## config.mk

```make
export PLATFORM = sky130hd
export DESIGN_NAME = synch_bin_count_dwn_flat
export DESIGN_NICKNAME = d
export VERILOG_FILES = /design/src/rtl/synch_bin_count_dwn_if.sv /design/src/rtl/synch_bin_count_dwn.sv /design/src/flat_wrapper.sv
export SDC_FILE = /design/constraint.sdc
export NUM_CORES = 1
export LEC_CHECK = 0
export ABC_AREA = 1
export CAP_MARGIN = 20
export CORE_AREA = 2 2 39 41
export DETAILED_ROUTE_END_ITERATION = 8
export DIE_AREA = 0 0 41 43
export GPL_TIMING_DRIVEN = 0
export PLACE_DENSITY = 0.47
export REMOVE_ABC_BUFFERS = 1
export SYNTH_ARGS = -nofsm -noshare
export SYNTH_HDL_FRONTEND = slang
export SYNTH_SLANG_ARGS = --single-unit
```

## constraint.sdc

```tcl
create_clock -name clk -period 2.55 [get_ports clk]
set_input_delay 0.51 -clock clk [delete_from_list [all_inputs] [get_ports clk]]
set_output_delay 0.51 -clock clk [all_outputs]
set_load 0.02 [all_outputs]
```

## src/rtl/synch_bin_count_dwn_if.sv

```systemverilog
// Count-enable / count-value bundle for the synchronous binary down-counter.
// The master drives the enable; the slave (the counter) returns count and flags.
interface synch_bin_count_dwn_if #(
  parameter int Nbits = 4
);
  logic             ena;
  logic [Nbits-1:0] counter;
  logic             tc;
  logic             zero;

  modport master (
    output ena,
    input  counter,
    input  tc,
    input  zero
  );

  modport slave (
    input  ena,
    output counter,
    output tc,
    output zero
  );
endinterface

```

## src/rtl/synch_bin_count_dwn.sv

```systemverilog
// Nbits-wide binary down-counter with count enable, registered zero flag and a
// combinational borrow (tc) for cascading into the next more-significant stage.
module synch_bin_count_dwn #(
  parameter int          Nbits   = 4,
  parameter logic [31:0] RST_VAL = 32'd0
) (
  input  logic                clk,
  input  logic                rst,
  synch_bin_count_dwn_if.slave bus
);

  localparam logic [Nbits-1:0] RST_CNT = RST_VAL[Nbits-1:0];

  logic [Nbits-1:0] count_p0;
  logic [Nbits-1:0] count_nxt;
  logic [Nbits:0]   borrow;
  logic             zero_p0;

  // Borrow ripples upward through zero bits; a bit flips when a borrow reaches it.
  // The borrow leaving the top bit is exactly ena & (counter == 0).
  assign borrow[0] = bus.ena;

  for (genvar i = 0; i < Nbits; i++) begin : g_bit
    assign count_nxt[i]  = count_p0[i] ^ borrow[i];
    assign borrow[i + 1] = borrow[i] & ~count_p0[i];
  end

  // ---- stage p0: registered count and zero flag ----
  always_ff @(posedge clk or negedge rst) begin
    if (!rst) begin
      count_p0 <= RST_CNT;
      zero_p0  <= (RST_CNT == '0);
    end else begin
      count_p0 <= count_nxt;
      zero_p0  <= (count_nxt == '0);
    end
  end

  assign bus.counter = count_p0;
  assign bus.zero    = zero_p0;
  assign bus.tc      = borrow[Nbits] & rst;

endmodule

```

## src/flat_wrapper.sv

```systemverilog
// flat-port wrapper written by rule: the top's interface ports become plain ports
module synch_bin_count_dwn_flat 
#(
  parameter int          Nbits   = 4,
  parameter logic [31:0] RST_VAL = 32'd0
)
  (clk, rst, bus_ena, bus_counter, bus_tc, bus_zero);
  synch_bin_count_dwn_if #(.Nbits(Nbits)) bus_i ();
  input  logic clk;
  input  logic rst;
  input wire logic [$bits(bus_i.ena)-1:0] bus_ena;
  output wire logic [$bits(bus_i.counter)-1:0] bus_counter;
  output wire logic [$bits(bus_i.tc)-1:0] bus_tc;
  output wire logic [$bits(bus_i.zero)-1:0] bus_zero;
  assign bus_i.ena = bus_ena;
  assign bus_counter = bus_i.counter;
  assign bus_tc = bus_i.tc;
  assign bus_zero = bus_i.zero;
  synch_bin_count_dwn #(.Nbits(Nbits), .RST_VAL(RST_VAL)) u_core (.clk(clk), .rst(rst), .bus(bus_i));
endmodule
```

==> metrics.yaml, run 1 <==
grt_max_degree: 7
clockRootBuffer: "clkbuf_4"
worstSetupEndpointType: "output pin"
arrival_ns: 1.86
fp.dieW_um: 41
grt_pass1_vias: 166
syn_avg_cell_area_um2: 10.2
fmax_mhz: 422
ir_worst_vdd_v: 0.000448
via_count: 172
synth.top_cells.by_count: "9 x inv_1, 4 x dfrtp_1, 4 x ha_1, 3 x nand2_1"
design_area_um2: 347
clkTransAtPathRegs_ns: 0.05
antenna_found_initial: 0
die_height_um: 43
ctsHoldBuffers: 0
tightest_slew_ns: 0.260
grt_overflow: 0
p_leak_nw: 0.196
nets: 42
slew_viol_final: 0
status: "complete, no violations"
clockBufferDepth: 2
antenna_left: 0
synthesis.area_um2: 225
skew_ns: 0.00362
yosysSeqAreaShare: 0.561
min_period_over_period: 0.930
drc_errors: 0
routed_via_density: 3.44
cts_tree: "yes"
post_cts_buffers: 0
hold_viol_final: 0
nFillCells: 155
synth_warnings: 0
finalWirelength_um: 350
antenna_cells: 0
synth_top_cell_by_area: "dfrtp_1"
pwr_density_cell_mw_per_mm2: 1290
critical-path-max-stage-delay_ns: 0.40
cp_max_fo: 1
start_util: 0.163
ios: 9
drt_iter0_drc: 2
cts.sinks: 5
criticalPathCategory: "in2out"
drv_cap: 0
seq_area_um2: 126
setup_violations: 0
worstPathCellList: "clkdlybuf4s50_1 -> ha_1 -> ha_1 -> ha_1 -> ha_1 -> nand2_1 -> inv_1 -> clkbuf_2"
async_flop_share: 1.00
finish.utilization: 0.250
grt_pass1_wl_um: 614
rows: 14
synth-edff-count: 0
routabilityCongestion: 0.649
critPathSlowestCell: "clkdlybuf4s50_1"
grt_setup_unrepaired: "no"
path_buf_inv: 3
htreeDepth: 1
drive_gt1_frac: 0.147
clk_latency_ns: 0.25
port_buffers: 8
multi_input_area_um2: 65.1
yosysMostFrequentCell: "inv_1"
crit_required_ns: 2.04
synth_ff_type: "dfrtp_1"
core_mm2: 0.00138
ys_types: 6
numCtsBuffers: 3
die_area_mm2: 0.00176
grt_usage: 0.0595
path_delay_family: "adder cells"
slew_headroom: 0.826
synth.ff_latch_count: 5
hold_path_class: "in2async"
wl_per_cell_um: 7.00
worst_setup_path_start_kind: "input pin"
synthTopCellsByArea: "dfrtp_1 44%, ha_1 22%, inv_1 15%, dfstp_2 12%, nand2_1 5.0%"
post-route-min-period_ns: 2.37
dpl.hpwl_um: 271
dr.pass1.iters: 2
area.growth.synth_to_final_pct: 53.9
yosysTopAreaCellShare: 0.444
synthCells: 22
dpl_cell_area_um2: 325
crit_top_cell: "ha_1"
## where the power goes
group	total, W	switching [W]	internal, W
registers	0.000138	0.0000165	0.000122
logic	0.000216	0.000114	0.000102
clock network	0.0000939	0.0000346	0.0000593
total	0.000448	0.000165	0.000283
## cells in the final DEF, fill, tap and decap left out
master           instances
inv_1                    9
clkdlybuf4s50_1          7
ha_1                     4
dfrtp_1                  4
nand2_1                  3
clkbuf_4                 3
nor2_1                   1
clkbuf_1                 1
clkbuf_2                 1
dfstp_2                  1
## logic make-up after synthesis
logic type,count (synthesis),synth area share
flip-flops,5,0.561
adder cells (fa/ha/maj),4,0.222
buffers and inverters,9,0.150
AND/OR/NAND/NOR,4,0.0666
## state kept, by name (all words and copies together) (netlist names)
name and count:
u_core.bus.counter 4, u_core.bus.zero 1
## path summary, 6_finish.rpt
check / from / endpoint / slack (ns) / cells after the start
worst max register to register: u_core.bus.counter[0]$_DFF_PN0_ / u_core.bus.zero$_DFF_PN1_ / 1.13 / 7
worst min register to register: u_core.bus.counter[3]$_DFF_PN0_ / u_core.bus.counter[3]$_DFF_PN0_ / 0.63 / 3
worst min-delay path: rst / u_core.bus.counter[2]$_DFF_PN0_ / 0.50 / 1
max in group asynchronous: rst / u_core.bus.zero$_DFF_PN1_ / 1.79 / 1
min in group clk: u_core.bus.counter[3]$_DFF_PN0_ / u_core.bus.counter[3]$_DFF_PN0_ / 0.63 / 3
worst max-delay path: bus_ena / bus_tc / 0.18 / 8
## layout make-up
class / count / area share
inverter: 9 / 0.0975
tap: 16 / 0.0578
timing repair buffer: 8 / 0.217
multi-input combinational: 8 / 0.188
sequential: 5 / 0.365
clock buffer: 4 / 0.0758
## metal layers
metal | share of wire | vias to the layer above | global-route usage
met4 | 0 | 0 | 0.0200
met2 | 0.40 | 12 | 0.0750
met5 | 0 | - | 0
met3 | 0.17 | 0 | 0.0785
met1 | 0.43 | 75 | 0.0554
li1 | - | 85 | -
## metrics by stage
stage	TNS, ns	cells	hold WS [ns]	total power (W)	setup slack [ns]
floorplan	0	22	0.214	0.000264	0.713
global placement	-0.194	46	0.628	0.000357	-0.194
detailed placement	-0.219	46	0.629	0.000360	-0.219
CTS	0	50	0.504	0.000459	0.0309
global route	0	50	0.517	0.000492	0.0917
finish	0	50	0.499	0.000448	0.180
## repair_timing
action / CTS / global route
setup endpoints to repair: 1 / 1
gates resized for setup: 2 / 1
gates cloned: 0 / 0
Note: power is estimated with default switching activity, not from simulation.
==> run 2, diff against run 1 <==
--- a/config.mk
+++ b/config.mk
@@ -5,7 +5,6 @@
 export SDC_FILE = /design/constraint.sdc
 export NUM_CORES = 1
 export LEC_CHECK = 0
-export ABC_AREA = 1
 export CAP_MARGIN = 20
 export CORE_AREA = 2 2 39 41
 export DETAILED_ROUTE_END_ITERATION = 8
==> run 2 against run 1 <==
Net effect:
- combinational power fell by 5%
- clock power fell by 4.8%
- sequential share of layout area rose by 0.40 points
- non-clock buffer count did not move
- global-route usage rose by 0.60 points
- maximum frequency fell by 1.1%
- first-iteration DRC count rose by 100%
- count of clock-buffer cells in the layout did not move
- register-to-register slack got worse by 0.06 ns
- worst hold slack improved by 0.00097 ns
- routed wire length rose by 4.9%
- die area did not move
==> metrics.yaml, run 2 <==
synth.top_cells.by_count: "8 x inv_1, 4 x dfrtp_1, 4 x ha_1"  # was 9 x inv_1, 4 x dfrtp_1, 4 x ha_1, 3 x nand2_1
fp.dieW_um: 41  # unchanged
crit_required_ns: 2.04  # about the same
fmax_mhz: 417  # was 422 MHz
yosysSeqAreaShare: 0.571  # was 0.561
cts.sinks: 5  # unchanged
comb_power_share: 0.473  # was 0.482
criticalPathCategory: "in2out"  # unchanged
mostFrequentLayoutCells: "8 x inv_1, 7 x clkdlybuf4s50_1, 4 x ha_1, 4 x dfrtp_1, 3 x clkbuf_4"  # was 9 x inv_1, 7 x clkdlybuf4s50_1, 4 x ha_1, 4 x dfrtp_1
post_cts_buffers: 0  # unchanged
dpl.hpwl_um: 320  # was 271 um
slew_headroom: 0.838  # was 0.826
fin_ws_ns: 0.153  # was 0.180 ns
nets: 39  # was 42
pwr_density_cell_mw_per_mm2: 1270  # was 1290 mW/mm2
routabilityCongestion: 0.619  # was 0.649
met2_usage: 0.0875  # was 0.0750
antenna_cells: 0  # unchanged
die_height_um: 43  # unchanged
clkTransAtPathRegs_ns: 0.04  # was 0.05 ns
cp_max_fo: 1  # unchanged
r2r_cells: 6  # was 7
tightest_slew_ns: 0.242  # was 0.260 ns
numCtsBuffers: 3  # unchanged
clockBufferDepth: 2  # unchanged
rows: 14  # unchanged
drt_iter0_drc: 4  # was 2
antenna_left: 0  # unchanged
grt_setup_unrepaired: "no"  # unchanged
dp_cells: 43  # was 46
power.share.sequential: 0.322  # was 0.309
setup_violations: 0  # unchanged
htreeDepth: 1  # unchanged
synth_warnings: 0  # unchanged
worstSetupEndpointType: "output pin"  # unchanged
yosysMostFrequentCell: "inv_1"  # unchanged
ys_types: 6  # unchanged
grt_pass1_vias: 175  # was 166
drive_gt1_frac: 0.161  # was 0.147
antenna_found_initial: 0  # unchanged
crit_top_cell: "ha_1"  # unchanged
wl_per_cell_um: 7.81  # was 7.00 um
largest_reg_flops: 4  # unchanged
status: "complete, no violations"  # unchanged
p_clk_frac: 0.205  # was 0.210
synth-edff-count: 0  # unchanged
synth_ff_type: "dfrtp_1"  # unchanged
ir_worst_vdd_v: 0.000200  # was 0.000448 V
clockRootBuffer: "clkbuf_4"  # unchanged
post-route-min-period_ns: 2.40  # was 2.37 ns
finish.utilization: 0.248  # was 0.250
syn_avg_cell_area_um2: 11.7  # was 10.2 um2
die_area_mm2: 0.00176  # unchanged
yosysTopAreaCellShare: 0.452  # was 0.444
drv_cap: 0  # unchanged
grt_usage: 0.0655  # was 0.0595
worst_setup_path_start_kind: "input pin"  # unchanged
switching_power_w: 0.000156  # was 0.000165 W
arrival_ns: 1.89  # was 1.86 ns
grt_use_met1: 0.0521  # was 0.0554
worstPathCellList: "clkdlybuf4s50_1 -> ha_1 -> ha_1 -> ha_1 -> ha_1 -> and2_1 -> clkbuf_2"  # was clkdlybuf4s50_1 -> ha_1 -> ha_1 -> ha_1 -> ha_1 -> nand2_1 -> inv_1 -> clkbuf_2
start_util: 0.160  # was 0.163
ios: 9  # unchanged
synthesis.area_um2: 221  # was 225 um2
grt_pass1_wl_um: 669  # was 614 um
dr.pass1.iters: 2  # unchanged
grt_max_degree: 7  # unchanged
busiest_layer: "met4"  # was met3
via_count: 161  # was 172
ctsHoldBuffers: 0  # unchanged
p_leak_nw: 0.187  # was 0.196 nW
pre_cts_slack_ns: -0.235  # was -0.219 ns
core_mm2: 0.00138  # unchanged
hold_path_class: "in2async"  # unchanged
synthTopCellsByArea: "dfrtp_1 45%, ha_1 23%, inv_1 14%, dfstp_2 12%, and4_1 4.0%"  # was dfrtp_1 44%, ha_1 22%, inv_1 15%, dfstp_2 12%, nand2_1 5.0%
synth_top_cell_by_area: "dfrtp_1"  # unchanged
hold_viol_final: 0  # unchanged
drc_errors: 0  # unchanged
async_flop_share: 1.00  # unchanged
switching_share: 0.358  # was 0.369
use_met3: 0.0314  # was 0.0785
finalWirelength_um: 367  # was 350 um
clk_latency_ns: 0.24  # was 0.25 ns
hold-worst-slack_ns: 0.500  # was 0.499 ns
layout_commonest_cell: "inv_1"  # unchanged
slew_viol_final: 0  # unchanged
critPathSlowestCell: "clkdlybuf4s50_1"  # unchanged
area.growth.synth_to_final_pct: 54.8  # was 53.9%
grt_overflow: 0  # unchanged
synthCells: 19  # was 22
min_period_over_period: 0.940  # was 0.930
layoutNonFillerInstCount: 47  # was 50
skew_ns: 0.00273  # was 0.00362 ns
port_buffers: 8  # unchanged
cts_tree: "yes"  # unchanged
internal_power_w: 0.000280  # was 0.000283 W
routed_via_density: 3.43  # was 3.44
synth.ff_latch_count: 5  # unchanged
critical-path-max-stage-delay_ns: 0.40  # about the same
-- run 2: stage by stage --
step / power [W] / setup TNS, ns / instance area [um2]
2_1_floorplan: 0.000253 / 0 / 221
3_3_place_gp: 0.000351 / -0.234 / 322
3_5_place_dp: 0.000356 / -0.235 / 322
4_1_cts: 0.000450 / 0 / 348
5_1_grt: 0.000483 / 0 / 343
6_report: 0.000436 / 0 / 343
-- run 2: timing repair --
item	CTS	global route
endpoints found under the setup margin	1	1
endpoints found under the hold margin	0	0
gates resized for setup	2	1
-- run 2: critical path, delay by kind of cell --
kind                       cells  cell delay [ns]
adders and majority gates      4             0.70
and+or+nand+nor                1             0.13
buffers and inverters          2             0.55
-- run 2: final timing paths --
check	startpoint	end	slack (ns)
setup / recovery	bus_ena	bus_tc	0.15
hold / removal	rst	u_core.bus.counter[1]$_DFF_PN0_	0.50
setup reg to reg	u_core.bus.counter[0]$_DFF_PN0_	u_core.bus.zero$_DFF_PN1_	1.07
hold reg to reg	u_core.bus.counter[2]$_DFF_PN0_	u_core.bus.counter[2]$_DFF_PN0_	0.64
max in group asynchronous	rst	u_core.bus.zero$_DFF_PN1_	1.79
min in group clk	u_core.bus.counter[2]$_DFF_PN0_	u_core.bus.counter[2]$_DFF_PN0_	0.64
-- run 2: cells by family (layout without fill, tap and decap cells) --
kind of cell               count (synthesis)  after routing  synth area share
buffers and inverters                      8             20             0.136
adders and majority gates                  4              4             0.226
DFF                                        5              5             0.571
and+or+nand+nor                            2              2            0.0678
-- run 2: area by class of cell --
class                           count  area [um2]
Multi-Input combinational cell      6        65.1
Timing Repair Buffer                8        75.1
Sequential cell                     5         126
Tap cell                           16        20.0
Inverter                            8        30.0
Clock buffer                        4        26.3
Fill cell                         153        1040
-- run 2: power groups by stage --
stage,sequential (W),clock (W),combinational (W)
final,0.000140,0.0000894,0.000206
after global routing,0.000147,0.000101,0.000236
after CTS,0.000143,0.0000954,0.000212
after detailed placement,0.000143,0,0.000212
after global placement,0.000139,0,0.000212
after floorplan,0.000189,0,0.0000638
-- run 2: routing by layer --
layer | share of wire | vias up
met5 | 0 | -
met4 | 0.027 | 0
met3 | 0.057 | 2
met2 | 0.58 | 7
met1 | 0.33 | 74
li1 | - | 78
